File: config.mk
export PLATFORM = sky130hd
export DESIGN_NAME = step_sequencer
export DESIGN_NICKNAME = d
export VERILOG_FILES = /design/src/rtl/step_sequencer.sv
export SDC_FILE = /design/constraint.sdc
export NUM_CORES = 1
export LEC_CHECK = 0
export ABC_AREA = 1
export CAP_MARGIN = 20
export CORE_MARGIN = 3
export CORE_UTILIZATION = 40
export DETAILED_ROUTE_END_ITERATION = 8
export PLACE_DENSITY = 0.64
export REMOVE_ABC_BUFFERS = 1
export SLEW_MARGIN = 10
export SYNTH_ARGS = -nofsm -noshare
export SYNTH_HDL_FRONTEND = slang
export SYNTH_SLANG_ARGS = --single-unit
File: constraint.sdc
create_clock -name i_clk -period 1.8 [get_ports i_clk]
set_input_delay 0.36 -clock i_clk [delete_from_list [all_inputs] [get_ports i_clk]]
set_output_delay 0.36 -clock i_clk [all_outputs]
set_load 0.01 [all_outputs]
File: src/rtl/step_sequencer.sv
// step_sequencer: tempo generator and chart sequencer that drives the scoring datapath
//   i_clk, i_reset        clock, asynchronous active-high reset
//   i_start, i_abort      start a song (IDLE/DONE), abort to IDLE (any state, wins over start)
//   o_chart_addr          chart ROM read address
//   i_chart_data          ROM data one cycle after the address: [4]=end, [3:0]=arrows
//   o_bpm_clk, o_beat_en  tempo square wave and one-cycle beat pulse
//   o_step                arrows expected this beat, held for the whole beat
//   o_playing, o_done     COUNTDOWN/PLAY indicator, DONE indicator
//   o_beat_count          chart beats issued in the current song, saturating
module step_sequencer #(
  parameter int DIV_HALF        = 25_000_000,
  parameter int COUNTDOWN_BEATS = 4,
  parameter int ADDR_W          = 8
) (
  input  logic              i_clk,
  input  logic              i_reset,
  input  logic              i_start,
  input  logic              i_abort,
  output logic [ADDR_W-1:0] o_chart_addr,
  input  logic [4:0]        i_chart_data,
  output logic              o_bpm_clk,
  output logic              o_beat_en,
  output logic [3:0]        o_step,
  output logic              o_playing,
  output logic              o_done,
  output logic [ADDR_W:0]   o_beat_count
);
  localparam int HW = $clog2(DIV_HALF);
  localparam int CW = $clog2(COUNTDOWN_BEATS) + 1;
  localparam logic [ADDR_W:0] CHART_LEN = {1'b1, {ADDR_W{1'b0}}};
  typedef enum logic [1:0] {IDLE, COUNTDOWN, PLAY, DONE} state_t;
  state_t          r_state;
  logic [HW-1:0]   r_half;
  logic [CW-1:0]   r_cd;
  logic [3:0]      r_next_step;
  logic            r_next_end;
  logic            w_active, w_wrap, w_rise, w_prefetch, w_end;
  assign w_active   = r_state == COUNTDOWN || r_state == PLAY;
  assign w_wrap     = r_half == HW'(DIV_HALF - 1);
  assign w_rise     = w_active && w_wrap && !o_bpm_clk;
  // first low cycle after a fall (or after start): address has been stable long enough
  assign w_prefetch = w_active && !o_bpm_clk && r_half == '0;
  // a full chart consumed without an end flag ends the song on the next beat
  assign w_end      = r_next_end || o_beat_count == CHART_LEN;
  always_ff @(posedge i_clk or posedge i_reset) begin
    if (i_reset) begin
      r_state      <= IDLE;
      r_half       <= '0;
      r_cd         <= '0;
      r_next_step  <= '0;
      r_next_end   <= 1'b0;
      o_chart_addr <= '0;
      o_bpm_clk    <= 1'b0;
      o_beat_en    <= 1'b0;
      o_step       <= '0;
      o_playing    <= 1'b0;
      o_done       <= 1'b0;
      o_beat_count <= '0;
    end else begin
      o_beat_en <= 1'b0;
      if (i_abort) begin
        r_state   <= IDLE;
        r_half    <= '0;
        o_bpm_clk <= 1'b0;
        o_step    <= '0;
        o_playing <= 1'b0;
        o_done    <= 1'b0;
      end else if (!w_active) begin
        if (i_start) begin
          r_state      <= COUNTDOWN;
          r_half       <= '0;
          r_cd         <= '0;
          o_chart_addr <= '0;
          o_beat_count <= '0;
          o_playing    <= 1'b1;
          o_done       <= 1'b0;
        end
      end else begin
        r_half <= w_wrap ? '0 : r_half + HW'(1);
        if (w_wrap)
          o_bpm_clk <= !o_bpm_clk;
        if (w_prefetch)
          {r_next_end, r_next_step} <= i_chart_data;
        if (w_rise) begin
          o_beat_en <= 1'b1;
          if (r_state == COUNTDOWN) begin
            r_cd   <= r_cd + CW'(1);
            o_step <= '0;
            if (r_cd == CW'(COUNTDOWN_BEATS - 1))
              r_state <= PLAY;
          end else if (w_end) begin
            // the end beat still pulses beatEn but the tempo wave stays low from here on
            r_state   <= DONE;
            o_step    <= '0;
            o_bpm_clk <= 1'b0;
            o_playing <= 1'b0;
            o_done    <= 1'b1;
          end else begin
            o_step       <= r_next_step;
            o_chart_addr <= o_chart_addr + ADDR_W'(o_chart_addr != '1);
            o_beat_count <= o_beat_count + (ADDR_W+1)'(o_beat_count != '1);
          end
        end
      end
    end
  end
endmodule

Word level (Yosys, flattened, before mapping) --
Index checks and enable logic that the tools add are counted.
Storage, ports and cells: bits in registers 60, bits of input ports 9, output and inout port bits 25
Cells by class: add/subtract/negate cells 4, eq/ne operators 16, multiplexer cells 51, bitwise operators 1, reductions and logical operators 18
Operators with widths (number):
- 25-bit two-way mux | 4
- 9-bit two-way mux | 5
- 8-bit two-way mux | 5
- 25-bit by 1-bit adder with 25-bit output, second input constant | 1
- 25-bit equality test, second input constant | 1
- 25-bit zero test | 1
- 1-bit two-way mux | 21
- 4-bit two-way mux | 5
- 2-bit two-way mux | 7
- 3-bit two-way mux | 4
- 4-bit AND reduction | 3
- 9-bit by 1-bit adder with 9-bit output | 1
- 9-bit equality test, second input constant | 1
- 9-bit != test, second input constant | 1
- 8-bit by 1-bit adder with 8-bit output | 1
- 8-bit != test, second input constant | 1
- 3-bit by 2-bit != test with 1-bit output, second input constant | 2
- 2-bit nonzero test | 3
- 5-bit AND reduction | 1
- 1-bit logical AND | 4
- 2-bit by 1-bit != test with 1-bit output, second input constant | 2
- 2-bit != test, second input constant | 2
- 4-bit by 2-bit != test with 1-bit output, second input constant | 1
- 4-bit by 3-bit != test with 1-bit output, second input constant | 1
- other kinds (11) | 12

Depth between registers and ports, before layout --
Gate-level depths: netlist of the first run.
word-level depth 7, depth in mapped cells 13

Worst setup path after synthesis of the first run --
OpenSTA, ideal clock, no wires.
path kind register -> register, start point register o_beat_count[6], end point register o_beat_count[8], arrival time 1761 ps, required time 1683 ps, setup slack -77 ps, cell stages (with the launch flop) 14, buffers on the path 0, clock period less this slack 1877 ps, cell sequence dfrtp_1 -> inv_1 -> nor3_1 -> nand4_1 -> ha_1 -> ha_1 -> nand3_1 -> inv_1 -> nand2_1 -> nand2_1 -> nand2_1 -> nor2_1 -> nand3_1 -> nand2_1
On the way: word-level cells in the longest chain between the ends 6
RTL lines:
- start: declaration | RTL line 26 | output logic [ADDR_W:0] o_beat_count
- start signal: assignment | RTL line 101 | o_beat_count <= o_beat_count + (ADDR_W+1)'(o_beat_count != '1);
- 9-bit != test | RTL line 101
- 9-bit by 1-bit adder with 9-bit output | RTL line 101
- 9-bit two-way mux | RTL line 91 | end else if (w_end) begin
- 9-bit two-way mux | RTL line 86 | if (r_state == COUNTDOWN) begin
- 9-bit two-way mux | RTL line 84 | if (w_rise) begin
- 9-bit two-way mux | RTL line 68 | end else if (!w_active) begin
Parallel ways exist; a longest one is shown, timed or not. The select of a mux whose other input is x is not followed. A chain may end at the register's enable or synchronous reset.

Worst setup path in the final report of the first run --
start point register o_beat_count[1], end point output o_beat_count[1]
No word-level cell between the ends.

==> impl_metrics.csv, run 1 <==
group,metric,value,unit
power_and_ir_drop,p_total,5.02,mW
worst_setup_path,reg2reg_depth,10,
cells_and_area,stdcell_area,5010,um2
clocking,path_clk_slew,0.07,ns
logic_synthesis,ys_warn_count,0,
cells_and_area,multi_input_area,2090,um2
floorplanning,ios,34,
power_and_ir_drop,power_frac_seq,33.2,%
power_and_ir_drop,power.internal,3.09,mW
power_and_ir_drop,swShare,38.4,%
global_routing,grt_overflow_total,0,
worst_setup_path,cp_slowest_cell,"clkdlybuf4s50_1",
sta,post-route-min-period,1.75,ns
placement,dp_slack,-0.271,ns
cells_and_area,finish.utilization,56.1,%
global_routing,track_usage,18.8,%
floorplanning,die_y,103,um
sta,layout_worst_path_cycle_share,97.2,%
clocking,htreeDepth,3,
power_and_ir_drop,irDropWorstVdd,0.571,mV
cells_and_area,ff_latch_area,1500,um2
clocking,cts_tree,"yes",
cells_and_area,nFillCells,829,
logic_synthesis,synthDistinctLibCells,36,
sta,skew,0.00879,ns
route,num_vias,3709,
global_routing,grt_pass1_wl,15800,um
clocking,hold_buffers,0,
worst_setup_path,max_stage_delay,0.54,ns
sta,hold_slack,0.354,ns
placement,place_congestion,0.923,
worst_setup_path,crit_start,"o_beat_count[1]",
floorplanning,dieArea,10600,um2
logic_synthesis,synth-seq-area-share,40.0,%
floorplanning,core-area,8930,um2
clocking,clock-root-buffer,"clkbuf_8",
power_and_ir_drop,p_clk_share,25.4,%
route,wl_per_cell,13.1,um
logic_synthesis,synth-seq-cells,60,
logic_synthesis,avgSynthCellArea,7.23,um2
floorplanning,die_w,103,um
clocking,cts_sinks,60,
sta,slew_viol_final,0,
worst_setup_path,crit_path_end_kind,"output pin",
clocking,clockBufferDepth,2,
worst_setup_path,r2r-end,"o_chart_addr[1]",
logic_synthesis,synth_top_flop_cell,"dfrtp_1",
cells_and_area,layout-drive-gt1-share,22.2,%
route,drt-total-wl,9560,um
worst_setup_path,cp-start-kind,"flip-flop",
power_and_ir_drop,leakagePower,2.42,nW
job,drv_cap,0,
logic_synthesis,synth_cells,519,
global_routing,antenna_found_initial,0,
sta,worst_slack,0.0507,ns
logic_synthesis,synth_top_area_cell,"dfrtp_1",
placement,numPortBuffers,33,
logic_synthesis,async_flop_share,100,%
worst_setup_path,reg2reg_setup_slack,0.08,ns
clocking,insertion_delay,0.35,ns
status,status,"completed",
worst_setup_path,worstSetupPathType,"flip-flop to output pin",
floorplanning,start_util,42.0,%
worst_setup_path,crit_fanout,5,
clocking,cts-buffers-inserted,9,
sta,rsz0062_at_grt,"true",
power_and_ir_drop,powerDensity,1000,nW/um2
cells_and_area,syn2layout_area_growth,33.6,%
route,drtAntennaViolNets,0,
sta,relSlewSlack,67.9,%
sta,max_freq,0.572,GHz
placement,hpwl,7120,um
route,first_pass_iters,4,
logic_synthesis,syn-cell-area,3750,um2
route,drcViolationCount,0,
worst_setup_path,crit_required,1.44,ns
sta,final_hold_viol_count,0,
cells_and_area,final_cell_mix,"147 x nand2_1, 67 x nor2_1, 60 x buf_4",
worst_setup_path,rr_startpoint,"r_half[1]",
route,viasPerCell,5.07,
cells_and_area,final_common_cell,"nand2_1",
logic_synthesis,yosys-top-cells-area,"dfrtp_1 40%, nand2_1 15%, nand3_1 7.6%",
global_routing,first_global_vias,3482,
power_and_ir_drop,p_sw,1.93,mW
route,drtIter0Drc,189,
logic_synthesis,synth.top_cell.area_share,40.0,%
cells_and_area,antenna_cells,0,
logic_synthesis,synth_edf_count,0,
placement,dpl_cell_area,4640,um2
global_routing,grt_start_max_net_pins,20,
sta,tightest_slew,0.481,ns
worst_hold_path,hp-class,"input port to async pin",
cells_and_area,nNetsFinal,637,
floorplanning,rows,34,
worst_setup_path,arrival,1.39,ns
power_and_ir_drop,power_frac_comb,41.4,%
worst_setup_path,crit_chain,"buf_4 -> clkdlybuf4s50_1",
sta,setup_violations,0,
==> stage by stage <==
step                      TNS (ns)  std cells
after floorplan              -8.14        508
final                            0        731
after global placement       -3.27        711
after global routing        -0.103        731
after CTS                        0        727
after detailed placement     -4.13        711
==> cells in the mapped netlist, types with 2 or more instances <==
cell type  instances
inv_2              3
nor2_2             3
nand4_1           12
xor2_1            10
inv_1             53
nand3b_1           4
xnor2_1            5
dfrtp_1           60
buf_2              6
ha_1              10
nand2_1          152
nor2_1            70
buf_6              2
a21oi_1            5
o21ai_0           14
nor4_1             4
or2_2              2
nor3_1            13
nand2_2           15
nor3_2             2
buf_4              2
nand3_1           57
nor2_4             2
==> per-layer routing <==
metal	share of wire [%]	track usage (%)	wire length [um]
met3	5.0	5.48	478
met5	0	0	0
met4	1.5	5.88	148
met1	44	24.0	4240
met2	49	30.8	4690
==> power by group through the flow <==
stage / sequential [mW] / combinational (mW) / clock [mW]
finish: 1.67 / 2.07 / 1.28
floorplan: 1.74 / 0.976 / 0
global placement: 1.68 / 1.86 / 0
detailed placement: 1.69 / 1.90 / 0
global route: 1.69 / 2.32 / 1.37
CTS: 1.66 / 1.92 / 1.29
==> cell type report <==
cell class	instances	share of cell area, %
inverter	57	4.42
timing repair buffer	98	17.1
clock buffer	9	2.47
tap	108	2.69
timing repair inverter	1	0.0998
multi-input combinational	391	41.7
sequential	60	30.0
clock inverter	7	1.52
==> cell families after synthesis <==
group	Yosys count	synth area share (%)
xor gates and xnor gates	15	3.50
DFF	60	40.0
buffers and inverters	68	7.60
and+or+nand+nor	344	42.1
AOI/OAI and AO/OA	22	3.47
adders and majority gates	10	3.33
==> sequential cells by signal (all words and copies together) (netlist names) <==
signal,flops
r_next_step,4
o_chart_addr,8
o_playing,1
r_half,25
r_next_end,1
o_beat_en,1
o_bpm_clk,1
o_beat_count,9
r_cd,3
o_done,1
r_state,2
o_step,4
==> how the worst max path moves through the flow <==
stage / to / slack, ns / depth (start not counted)
floorplan: o_beat_count[3] / -0.21 / 7
global placement: r_half[5] / -0.24 / 9
detailed placement: r_half[5] / -0.27 / 9
CTS: o_beat_count[8] / 0.0005 / 13
global route: r_half[18] / -0.05 / 9
finish: o_beat_count[1] / 0.05 / 2
==> critical path: cells and delay by family, from the launching register on <==
family | cells | cell delay, ns
buf+inv | 2 | 0.69
flops | 1 | 0.35
==> timing repair <==
action,4_1_cts,5_1_grt
buffers inserted,0,4
gates cloned,0,1
gates resized for setup,5,32
pin swaps,3,15
endpoints found under the setup margin,18,43
Note: power is estimated with default switching activity, not from simulation.
==> run 2: changes to the inputs <==
--- a/config.mk
+++ b/config.mk
@@ -8,9 +8,9 @@
 export ABC_AREA = 1
 export CAP_MARGIN = 20
 export CORE_MARGIN = 3
-export CORE_UTILIZATION = 40
+export CORE_UTILIZATION = 52
 export DETAILED_ROUTE_END_ITERATION = 8
-export PLACE_DENSITY = 0.64
+export PLACE_DENSITY = 0.79
 export REMOVE_ABC_BUFFERS = 1
 export SLEW_MARGIN = 10
 export SYNTH_ARGS = -nofsm -noshare
==> impl_metrics.csv, run 2 (synthesis gave the netlist of run 1 again) <==
group,metric,value,unit
worst_setup_path,crit_path_end_kind,"flip-flop",
route,drt-total-wl,9900,um
cells_and_area,layout-drive-gt1-share,21.3,%
cells_and_area,largest_register_ffs,25,
global_routing,grt_start_max_net_pins,61,
clocking,path_clk_slew,0.08,ns
sta,setup_violations,0,
floorplanning,die_w,91.0,um
clocking,cts_sinks,60,
cells_and_area,final_cell_mix,"148 x nand2_1, 67 x nor2_1, 60 x dfrtp_1",
sta,max_freq,0.560,GHz
worst_setup_path,reg2reg_depth,10,
cells_and_area,top_register,"r_half",
floorplanning,start_util,54.3,%
clocking,cts-buffers-inserted,9,
floorplanning,rows,30,
global_routing,antenna_found_initial,0,
power_and_ir_drop,p_total,5.29,mW
worst_setup_path,reg2reg_setup_slack,0.01,ns
worst_setup_path,r2r-end,"o_beat_count[6]",
cells_and_area,final_common_cell,"nand2_1",
worst_setup_path,critPathTopFamily,"simple AND/OR/NAND/NOR gates",
status,status,"completed",
route,num_vias,3841,
cells_and_area,syn2layout_area_growth,33.3,%
route,viasPerCell,5.39,
power_and_ir_drop,leakagePower,2.45,nW
sta,rsz0062_at_grt,"true",
global_routing,grt_pass1_wl,16100,um
clocking,clock-root-buffer,"clkbuf_8",
placement,hpwl,6600,um
global_routing,track_usage,23.7,%
power_and_ir_drop,swShare,35.9,%
global_routing,grt_overflow_total,0,
floorplanning,core-area,6910,um2
power_and_ir_drop,irDropWorstVdd,0.702,mV
job,drv_cap,0,
cells_and_area,finish.utilization,72.4,%
floorplanning,dieArea,8270,um2
power_and_ir_drop,powerDensity,1060,nW/um2
worst_setup_path,worstSetupPathType,"flip-flop to flip-flop",
worst_setup_path,path_buf_inv,0,
cells_and_area,antenna_cells,0,
worst_setup_path,cp_slowest_cell,"dfrtp_1",
sta,tightest_slew,0.347,ns
power_and_ir_drop,p_sw,1.90,mW
sta,final_hold_viol_count,0,
worst_setup_path,cp-start-kind,"flip-flop",
sta,relSlewSlack,76.7,%
worst_hold_path,hp-class,"input port to async pin",
route,drtAntennaViolNets,0,
clocking,insertion_delay,0.35,ns
placement,dp_slack,-0.123,ns
sta,worst_slack,0.0127,ns
worst_setup_path,crit_fanout,3,
worst_setup_path,rr_startpoint,"o_beat_count[5]",
clocking,htreeDepth,3,
worst_setup_path,crit_top_cell,"nand4_1",
clocking,clockBufferDepth,2,
sta,slew_viol_final,0,
worst_setup_path,max_stage_delay,0.39,ns
cells_and_area,nNetsFinal,630,
floorplanning,die_y,91.0,um
clocking,cts_tree,"yes",
worst_setup_path,crit_required,2.05,ns
global_routing,first_global_vias,3620,
power_and_ir_drop,power_frac_comb,39.7,%
power_and_ir_drop,power_frac_seq,31.7,%
route,drcViolationCount,0,
sta,skew,0.0101,ns
placement,place_congestion,0.981,
route,first_pass_iters,7,
floorplanning,ios,34,
cells_and_area,reg_top3,"r_half (25), o_beat_count (9), o_chart_addr (8)",
route,wl_per_cell,13.9,um
worst_setup_path,crit_chain,"nand2_2 -> nor3_4 -> nand4_1 -> ha_2 -> ha_4 -> nand4_1 -> xor2_1 -> nor2_1 -> nand3_1 -> nand2_1",
power_and_ir_drop,p_clk_share,28.6,%
sta,post-route-min-period,1.79,ns
worst_setup_path,crit_start,"o_beat_count[5]",
power_and_ir_drop,power.internal,3.39,mW
worst_setup_path,arrival,2.04,ns
sta,layout_worst_path_cycle_share,99.3,%
route,drtIter0Drc,331,
placement,numPortBuffers,33,
-- run 2: cell types whose count changed in the layout (fill, tap and decap cells not counted), sizes merged --
cell / delta
buf: -6
bufinv: +2
clkbuf: +1
clkdlybuf4s50: -2
clkinv: -2
clkinvlp: -1
dlymetal6s2s: +2
inv: -1
-- run 2: per-layer routing --
| layer | up-vias | wire (um) | GRT usage, % |
|---|---|---|---|
| li1 | 1838 | - | - |
| met1 | 1805 | 4110 | 30.6 |
| met2 | 169 | 4900 | 38.6 |
| met3 | 29 | 575 | 3.89 |
| met4 | 0 | 315 | 11.9 |
| met5 | - | 0 | 0 |
-- run 2: area by class of cell --
type	instances	area (um2)
Multi-Input combinational cell	391	2100
Fill cell	505	1900
Sequential cell	60	1500
Timing Repair Buffer	92	813
Inverter	57	221
Clock buffer	10	138
Tap cell	96	120
Clock inverter	6	111
-- run 2: power by group through the flow --
stage	combinational [mW]	clock, mW	sequential, mW
after floorplan	0.976	0	1.74
after global placement	1.80	0	1.68
after detailed placement	1.84	0	1.69
after CTS	1.84	1.54	1.66
after global routing	2.32	1.59	1.70
final	2.10	1.52	1.68
-- run 2: worst reg2reg max path, stage by stage, from the launching register on --
cell	delay, ns
dfrtp_1	0.39
nand2_2	0.09
nor3_4	0.22
nand4_1	0.13
ha_2	0.23
ha_4	0.18
nand4_1	0.08
xor2_1	0.17
nor2_1	0.06
nand3_1	0.08
nand2_1	0.05
-- run 2: timing repair --
item	4_1_cts	5_1_grt
pin swaps	0	21
hold buffers	0	0
gates resized for setup	1	38
endpoints found under the setup margin	4	48
buffers inserted	1	8
-- run 2: worst max path at each step --
stage	to	slack (ns)	cells after the start
2_1_floorplan	o_beat_count[3]	-0.21	7
3_3_place_gp	r_half[19]	-0.08	12
3_5_place_dp	r_half[19]	-0.12	12
4_1_cts	o_beat_count[8]	0.0009	13
5_1_grt	o_beat_count[2]	-0.14	10
6_report	o_beat_count[6]	0.01	10
-- run 2: metrics by stage --
step	instances	setup TNS, ns	area [um2]	hold slack, ns
after floorplan	508	-8.14	3680	0.442
after global placement	687	-0.193	4530	0.458
after detailed placement	687	-0.724	4530	0.466
after CTS	704	0	4790	0.399
after global routing	712	-0.921	5000	0.434
final	712	0	5000	0.382
